$ cat src/rtl/music_addr_seek_pkg.sv
`default_nettype none
// ============================================================================
// Module   : music_addr_seek_pkg
// Purpose  : Shared FSM/direction encodings and seek-step constants for the
//            music_addr_seek playback address block.
// Revision : 1.0
// ============================================================================
package music_addr_seek_pkg;

    typedef enum logic [2:0] {
        ST_RUN     = 3'd0,
        ST_HELD_FS = 3'd1,
        ST_HELD_BS = 3'd2,
        ST_HELD_FL = 3'd3,
        ST_HELD_BL = 3'd4,
        ST_APPLY   = 3'd5
    } seek_state_t;

    typedef enum logic {
        DIR_FWD  = 1'b0,
        DIR_BACK = 1'b1
    } seek_dir_t;

    localparam int unsigned DEF_ADDRS_PER_SEC = 3000;
    localparam int unsigned DEF_SHORT_SEC     = 10;
    localparam int unsigned DEF_LONG_SEC      = 30;

    function automatic int unsigned step_of(input int unsigned sec, input int unsigned aps);
        return sec * aps;
    endfunction

    localparam int unsigned SHORT_STEP = step_of(DEF_SHORT_SEC, DEF_ADDRS_PER_SEC);
    localparam int unsigned LONG_STEP  = step_of(DEF_LONG_SEC, DEF_ADDRS_PER_SEC);

endpackage
`default_nettype wire

$ cat src/rtl/seek_btn_arb.sv
`default_nettype none
// ============================================================================
// Module   : seek_btn_arb
// Purpose  : Priority arbitration of the four seek buttons plus a registered
//            latch of the winning direction/step for the duration of a press.
// Revision : 1.0
// ============================================================================
module seek_btn_arb
    import music_addr_seek_pkg::*;
(
    input  logic        clk,
    input  logic        reset,
    input  logic        fwd_short,
    input  logic        back_short,
    input  logic        fwd_long,
    input  logic        back_long,
    input  logic        latch,
    output logic        press,
    output seek_state_t held_state,
    output seek_dir_t   seek_dir,
    output logic        seek_long,
    output logic        owner_level
);

    seek_dir_t w_req_dir;
    logic      w_req_long;
    seek_dir_t r_dir;
    logic      r_long;

    always_comb begin
        press      = fwd_short | back_short | fwd_long | back_long;
        held_state = ST_RUN;
        w_req_dir  = DIR_FWD;
        w_req_long = 1'b0;
        if (fwd_short) begin
            held_state = ST_HELD_FS;
        end else if (back_short) begin
            held_state = ST_HELD_BS;
            w_req_dir  = DIR_BACK;
        end else if (fwd_long) begin
            held_state = ST_HELD_FL;
            w_req_long = 1'b1;
        end else if (back_long) begin
            held_state = ST_HELD_BL;
            w_req_dir  = DIR_BACK;
            w_req_long = 1'b1;
        end
    end

    always_ff @(posedge clk) begin
        if (reset) begin
            r_dir  <= DIR_FWD;
            r_long <= 1'b0;
        end else if (latch && press) begin
            r_dir  <= w_req_dir;
            r_long <= w_req_long;
        end
    end

    // Only the button that won arbitration can end the hold.
    always_comb begin
        if (r_dir == DIR_FWD) owner_level = r_long ? fwd_long  : fwd_short;
        else                  owner_level = r_long ? back_long : back_short;
    end

    assign seek_dir  = r_dir;
    assign seek_long = r_long;

endmodule
`default_nettype wire

$ cat src/rtl/music_addr_seek.sv
`default_nettype none
// ============================================================================
// Module   : music_addr_seek
// Purpose  : Playback sample-address generator with clamped fwd/back seeks,
//            end-of-track stop/loop and time-display strobes.
//            Optional macro SEEK_REPEAT_EN: auto-repeat seeks while held.
// Revision : 1.0
// ============================================================================
module music_addr_seek
    import music_addr_seek_pkg::*;
#(
    parameter int unsigned AW            = 22,
    parameter int unsigned ADDRS_PER_SEC = DEF_ADDRS_PER_SEC,
    parameter int unsigned SHORT_SEC     = DEF_SHORT_SEC,
    parameter int unsigned LONG_SEC      = DEF_LONG_SEC,
    parameter int unsigned TW            = 9
) (
    input  logic                 clk,
    input  logic                 reset,
    input  logic                 tick,
    input  logic                 fwd_short,
    input  logic                 back_short,
    input  logic                 fwd_long,
    input  logic                 back_long,
    input  logic                 loop_en,
    input  logic [AW-1:0]        track_end,
    output logic [AW-1:0]        endereco,
    output logic signed [TW-1:0] time_adder,
    output logic                 time_valid,
    output logic                 time_clear,
    output logic                 at_end
);

    localparam int unsigned           c_SHORT_STEP = step_of(SHORT_SEC, ADDRS_PER_SEC);
    localparam int unsigned           c_LONG_STEP  = step_of(LONG_SEC, ADDRS_PER_SEC);
    localparam logic [AW:0]           c_SHORT_W    = (AW+1)'(c_SHORT_STEP);
    localparam logic [AW:0]           c_LONG_W     = (AW+1)'(c_LONG_STEP);
    localparam logic signed [TW-1:0]  c_SHORT_T    = TW'(SHORT_SEC);
    localparam logic signed [TW-1:0]  c_LONG_T     = TW'(LONG_SEC);
    localparam logic signed [TW-1:0]  c_ONE_T      = TW'(1);

    seek_state_t          r_state, w_state_nxt;
    logic [AW-1:0]        r_addr, w_addr_nxt;
    logic signed [TW-1:0] r_adder, w_adder_nxt;
    logic                 r_valid, w_valid_nxt, r_clear, w_clear_nxt, r_at_end, w_at_end_nxt;

    logic        w_press, w_seek_long, w_owner_level, w_latch;
    seek_state_t w_held_state;
    seek_dir_t   w_seek_dir;

    assign w_latch = tick && (r_state == ST_RUN);

    seek_btn_arb u_arb (
        .clk         (clk),
        .reset       (reset),
        .fwd_short   (fwd_short),
        .back_short  (back_short),
        .fwd_long    (fwd_long),
        .back_long   (back_long),
        .latch       (w_latch),
        .press       (w_press),
        .held_state  (w_held_state),
        .seek_dir    (w_seek_dir),
        .seek_long   (w_seek_long),
        .owner_level (w_owner_level)
    );

    // Normal playback advance; a track_end below the address counts as reached.
    logic          w_adv_end;
    logic [AW-1:0] w_adv_addr;
    assign w_adv_end  = (r_addr >= track_end);
    assign w_adv_addr = w_adv_end ? (loop_en ? '0 : track_end) : r_addr + AW'(1);

    // Seek arithmetic is one bit wider so the end comparison cannot wrap.
    logic [AW:0]          w_step, w_fwd_sum;
    logic [AW-1:0]        w_back_diff;
    logic signed [TW-1:0] w_sec;
    logic                 w_fwd_ok, w_back_ok;
    assign w_step      = w_seek_long ? c_LONG_W : c_SHORT_W;
    assign w_sec       = w_seek_long ? c_LONG_T : c_SHORT_T;
    assign w_fwd_sum   = {1'b0, r_addr} + w_step;
    assign w_fwd_ok    = (w_fwd_sum <= {1'b0, track_end});
    assign w_back_ok   = ({1'b0, r_addr} >= w_step);
    assign w_back_diff = r_addr - w_step[AW-1:0];

    logic [AW-1:0]        w_ap_addr;
    logic signed [TW-1:0] w_ap_adder;
    logic                 w_ap_valid, w_ap_clear, w_ap_at_end;

    always_comb begin
        w_ap_addr   = r_addr;
        w_ap_adder  = '0;
        w_ap_valid  = 1'b0;
        w_ap_clear  = 1'b0;
        w_ap_at_end = r_at_end;
        if (w_seek_dir == DIR_FWD) begin
            if (w_fwd_ok) begin
                w_ap_addr  = w_fwd_sum[AW-1:0];
                w_ap_adder = w_sec;
                w_ap_valid = 1'b1;
            end else begin
                w_ap_addr  = track_end;
            end
        end else begin
            w_ap_at_end = 1'b0;
            if (w_back_ok) begin
                w_ap_addr  = w_back_diff;
                w_ap_adder = -w_sec;
                w_ap_valid = 1'b1;
            end else begin
                w_ap_addr  = '0;
                w_ap_clear = 1'b1;
            end
        end
    end

`ifdef SEEK_REPEAT_EN
    localparam int unsigned             c_CNT_W    = $clog2(ADDRS_PER_SEC + 1);
    localparam logic [c_CNT_W-1:0]      c_CNT_LAST = c_CNT_W'(ADDRS_PER_SEC - 1);
    logic [c_CNT_W-1:0] r_hold_cnt, w_hold_cnt_nxt;
    logic               r_rep_fired, w_rep_fired_nxt;

    always_ff @(posedge clk) begin
        if (reset) begin
            r_hold_cnt  <= '0;
            r_rep_fired <= 1'b0;
        end else begin
            r_hold_cnt  <= w_hold_cnt_nxt;
            r_rep_fired <= w_rep_fired_nxt;
        end
    end
`endif

    always_comb begin
        w_state_nxt  = r_state;
        w_addr_nxt   = r_addr;
        w_adder_nxt  = r_adder;
        w_valid_nxt  = 1'b0;
        w_clear_nxt  = 1'b0;
        w_at_end_nxt = r_at_end;
`ifdef SEEK_REPEAT_EN
        w_hold_cnt_nxt  = r_hold_cnt;
        w_rep_fired_nxt = r_rep_fired;
`endif
        if (tick) begin
            case (r_state)
                ST_RUN: begin
                    w_addr_nxt   = w_adv_addr;
                    w_clear_nxt  = w_adv_end && loop_en;
                    w_at_end_nxt = w_adv_end && !loop_en;
                    w_adder_nxt  = c_ONE_T;
                    if (w_press) w_state_nxt = w_held_state;
`ifdef SEEK_REPEAT_EN
                    w_hold_cnt_nxt  = '0;
                    w_rep_fired_nxt = 1'b0;
`endif
                end
                ST_HELD_FS, ST_HELD_BS, ST_HELD_FL, ST_HELD_BL: begin
                    w_addr_nxt   = w_adv_addr;
                    w_clear_nxt  = w_adv_end && loop_en;
                    w_at_end_nxt = w_adv_end && !loop_en;
                    if (!w_owner_level) begin
`ifdef SEEK_REPEAT_EN
                        w_state_nxt = r_rep_fired ? ST_RUN : ST_APPLY;
`else
                        w_state_nxt = ST_APPLY;
`endif
                    end
`ifdef SEEK_REPEAT_EN
                    else if (r_hold_cnt == c_CNT_LAST) begin
                        w_addr_nxt      = w_ap_addr;
                        w_adder_nxt     = w_ap_adder;
                        w_valid_nxt     = w_ap_valid;
                        w_clear_nxt     = w_ap_clear;
                        w_at_end_nxt    = w_ap_at_end;
                        w_hold_cnt_nxt  = '0;
                        w_rep_fired_nxt = 1'b1;
                    end else begin
                        w_hold_cnt_nxt  = r_hold_cnt + c_CNT_W'(1);
                    end
`endif
                end
                ST_APPLY: begin
                    w_addr_nxt   = w_ap_addr;
                    w_adder_nxt  = w_ap_adder;
                    w_valid_nxt  = w_ap_valid;
                    w_clear_nxt  = w_ap_clear;
                    w_at_end_nxt = w_ap_at_end;
                    w_state_nxt  = ST_RUN;
                end
                default: w_state_nxt = ST_RUN;
            endcase
        end
    end

    always_ff @(posedge clk) begin
        if (reset) begin
            r_state  <= ST_RUN;
            r_addr   <= '0;
            r_adder  <= c_ONE_T;
            r_valid  <= 1'b0;
            r_clear  <= 1'b0;
            r_at_end <= 1'b0;
        end else begin
            r_state  <= w_state_nxt;
            r_addr   <= w_addr_nxt;
            r_adder  <= w_adder_nxt;
            r_valid  <= w_valid_nxt;
            r_clear  <= w_clear_nxt;
            r_at_end <= w_at_end_nxt;
        end
    end

    assign endereco   = r_addr;
    assign time_adder = r_adder;
    assign time_valid = r_valid;
    assign time_clear = r_clear;
    assign at_end     = r_at_end;

endmodule
`default_nettype wire

$ cat config.mk
export PLATFORM = sky130hd
export DESIGN_NAME = music_addr_seek
export DESIGN_NICKNAME = d
export VERILOG_FILES = /design/src/rtl/music_addr_seek_pkg.sv /design/src/rtl/seek_btn_arb.sv /design/src/rtl/music_addr_seek.sv
export SDC_FILE = /design/constraint.sdc
export NUM_CORES = 1
export LEC_CHECK = 0
export CAP_MARGIN = 20
export CELL_PAD_IN_SITES_DETAIL_PLACEMENT = 0
export CELL_PAD_IN_SITES_GLOBAL_PLACEMENT = 1
export CORE_MARGIN = 1.5
export CORE_UTILIZATION = 38
export CTS_CLUSTER_DIAMETER = 80
export DETAILED_ROUTE_END_ITERATION = 16
export PLACE_DENSITY = 0.88
export SLEW_MARGIN = 20
export SYNTH_ARGS = -nofsm -noshare
export SYNTH_HDL_FRONTEND = slang
export SYNTH_SLANG_ARGS = --single-unit
$ cat constraint.sdc
create_clock -name clk -period 4.85 [get_ports clk]
set_clock_uncertainty 0.2 [all_clocks]
set_input_delay 0.97 -clock clk [delete_from_list [all_inputs] [get_ports clk]]
set_output_delay 0.97 -clock clk [all_outputs]
set_load 0.02 [all_outputs]
==> impl_summary.txt <==
----------------------------------------------------
[Status]
  Result of the run ... complete, no violations

[Power and ir drop]
  Power density over cell area ... just over 200 mW/mm²
  Worst ir drop on vdd ... approximately 0.00015 V
  Static leakage ... 0.00238 µW

[Global route]
  First-pass GRT wire length ... 27500 µm
  Global Route Usage Sum ... between 20% and 30%
  Vias in the first global route ... between 5k and 6k
  Overflow left after global routing ... 0
  Number of antenna violations at the first check in global routing ... 0
  Maximum number of pins on one net before global-route repair ... 37

[Logic synthesis]
  Number of warning messages in the yosys log ... 0
  Synthesis-stage register bit count ... 35
  Synth unique cells ... 74
  Number of synthesized flops with an enable pin ... 0
  Post-Synthesis Net Count ... about 730
  Flip-flop cell with the highest count after synthesis ... sky130_fd_sc_hd__dfxtp_1
  Cell area after synthesis ... 0.00480 mm²
  Proportion of register bits with asynchronous set or reset after synthesis ... 0%
  Post-Syn Instances ... between 600 and 700
  Syn avg cell area ... 7.48 µm²
  Fraction of the yosys area taken by sequential cells ... roughly 15%

[Clocking]
  Clock Latency Late Sink ... about 290 ps
  Quantity of hold-fixing buffers added after cts ... 0
  Postcts setup bufs ... 0
  Sinks on Clock Net ... 35
  Clock Tree Root ... sky130_fd_sc_hd__clkbuf_16
  TritonCTS clock tree ... yes
  CTS H-tree lvls ... 2
  Post-CTS resize count ... 0
  Maximum clock insertion buffer count ... 2
  Num CTS Buffers ... 5
  Register clock-pin slew on the reported worst setup and hold paths ... roughly 60 ps

[Routing]
  DR vias ... 5335
  # DRC ... 0
  Antenna violation net count after detailed routing ... 0
  Average wire length per cell after detail routing ... around 20 µm
  Vias per cell ... about 6
  Count of routing violations after the opening detailed-route iteration ... slightly above 500
  Length of the first detailed-routing pass in iterations ... 5
  Routed WL ... about 17000 µm

[Floorplanning]
  Core outline area ... between 0.01 and 0.015 mm²
  Die area ... roughly 0.013 mm²
  Die span in y ... between 100 and 150 µm
  Initial standard-cell utilization of the core ... roughly two fifths
  Boundary pin count ... 64
  Die W ... ~120 µm
  Row Count ... 40

[Setup path]
  Highest fanout seen on the critical path ... 20
  CP cell instances ... inv_2, ha_1, nand3b_1, a221o_1, a31oi_2, o21ai_0, xnor2_1, ha_1, nand4_1, or4b_4, a22oi_4, and2_1, buf_12, mux2_1, a221oi_1, nor4_2
  Most common cell type on the critical path ... sky130_fd_sc_hd__ha_1
  Maximum cell stage delay along the critical path ... roughly 580 ps
  Required @ worst endpoint ... 4810 ps
  Worst Setup End Kind ... register
  Type of the worst setup path ... register to register
  Data arrival time at the worst-slack endpoint ... 4580 ps
  Slowest cell on the critical path ... sky130_fd_sc_hd__or4b_4
  Crit start category ... register

[Place]
  Post-DP HPWL ... roughly 13000 µm
  Instance count after placement with tap cells included ... about 870
  Port Buffers ... 63
  Final weighted congestion in routability-driven placement ... 0.953

[STA]
  Top achievable clock speed ... 0.216 GHz
  Worst Max-Slew Pin Slew ... 1110 ps
  Post-route fraction of the period consumed by the critical path ... 95.4%
  Max-slew violation count ... 0
  Headroom to the max-slew limit ... 25.5%
  Setup repair after global routing missed its margin ... false
  Final critical delay including setup and external delays ... 4630 ps
  Fin Setup TNS ... 0 ps
  Final Hold Vio Count ... 0
  Setup-failing EPs final ... 0

[Final layout]
  Final net count ... roughly 800
  Number of inserted filler cells in the final layout ... roughly 1.2k
  Share of the core filled with cells in the final layout ... between 40% and 50%
  Non-filler instance count after layout ... between 800 and 900
  Synth-to-layout area growth ... 22.5%
  Multi-input logic area ... approximately 0.0037 mm²
  Diode count ... 0
  Share of post-route cells with drive strength above 1 ... between 10% and 20%
  Register area ... around 700 µm²

[Hold path]
  Worst hold path class ... register to register

[Job]
  Maxcap violations ... 0

----------------------------------------------------
area by class of cell:
| type | instances | share of cell area (%) |
|---|---|---|
| sequential | 35 | 11.9 |
| clock buffer | 5 | 2.13 |
| tap | 168 | 3.58 |
| inverter | 41 | 2.62 |
| clock inverter | 3 | 0.341 |
| multi-input combinational | 518 | 63.3 |
| timing repair buffer | 103 | 16.1 |
cells in the final DEF, fill, tap and decap left out, drive strengths merged, types with 10 or more instances in the layout:
cell type	netlist	final
clkdlybuf4s50	0	63
ha	55	55
a21oi	55	55
nor2	52	52
nand2	41	41
buf	19	40
inv	39	39
dfxtp	35	35
o21ai	33	33
xnor2	24	24
nand3	24	24
nor3	23	23
xor2	22	22
nor4	14	14
nand4	13	13
a221oi	12	12
nand2b	10	10
a211oi	10	10
path summary, 6_finish.rpt:
check,start,to,slack [ps],cells after the start
setup / recovery,u_arb.seek_long,endereco[17],220,16
hold / removal,time_adder[1],time_adder[1],260,2
setup reg to reg,u_arb.seek_long,endereco[17],220,16
hold reg to reg,time_adder[1],time_adder[1],260,2
kinds of logic after synthesis:
family / share of synthesized area [%]
flip-flops: 14.6
AND/OR/NAND/NOR: 22.6
buffers and inverters: 8.27
multiplexers: 2.11
AO/OA/AOI/OAI: 28.8
XOR/XNOR: 8.40
adder cells (fa/ha/maj): 15.2
state kept, by name (all words and copies together) (netlist names):
signal	count
time_clear	1
r_state	3
endereco	22
time_adder	5
at_end	1
time_valid	1
u_arb.seek_dir	1
u_arb.seek_long	1
metrics by stage:
step                      setup WS (ps)  power (µW)  hold slack [ps]  area (µm²)
final                               225        1200              258        5870
after global routing               4.19        1270              283        5870
after CTS                           131        1190              263        5850
after detailed placement            119         863              254        5710
after global placement              128         854              251        5710
after floorplan                     185         678              278        4800
report_power, final:
part	switching, µW	internal (µW)
clock network	140	190
registers	33.6	304
logic	310	226
synth_stat cells (all sizes together), types with 8 or more instances:
cell / n / area share, %
a211oi: 10 / 1.6
a21o: 8 / 1.3
a21oi: 55 / 5.9
a221oi: 12 / 2.5
a311oi: 9 / 1.6
buf: 19 / 2.9
clkbuf: 28 / 2.2
dfxtp: 35 / 15
ha: 55 / 14
inv: 39 / 3.1
nand2: 41 / 3.2
nand2b: 10 / 1.3
nand3: 24 / 2.5
nand4: 13 / 1.7
nor2: 52 / 4.1
nor3: 23 / 2.5
nor4: 14 / 2.1
o21ai: 33 / 3.4
xnor2: 24 / 4.4
xor2: 22 / 4.0
worst max-delay path, delay by kind of cell (launching register included):
kind	cells	cell delay, ps
adders and majority gates	2	640
and+or+nand+nor	5	1300
muxes	1	340
buffers and inverters	2	270
AOI/OAI and AO/OA	5	1200
DFF	1	340
xor gates and xnor gates	1	190
routing by layer:
layer / share of wire, % / track usage [%] / vias up
li1: - / - / 2494
met1: 44 / 36.8 / 2545
met2: 45 / 42.0 / 265
met3: 9.3 / 4.27 / 31
met4: 2.0 / 7.82 / 0
met5: 0 / 0 / -
(Power assumes the default switching activity.)
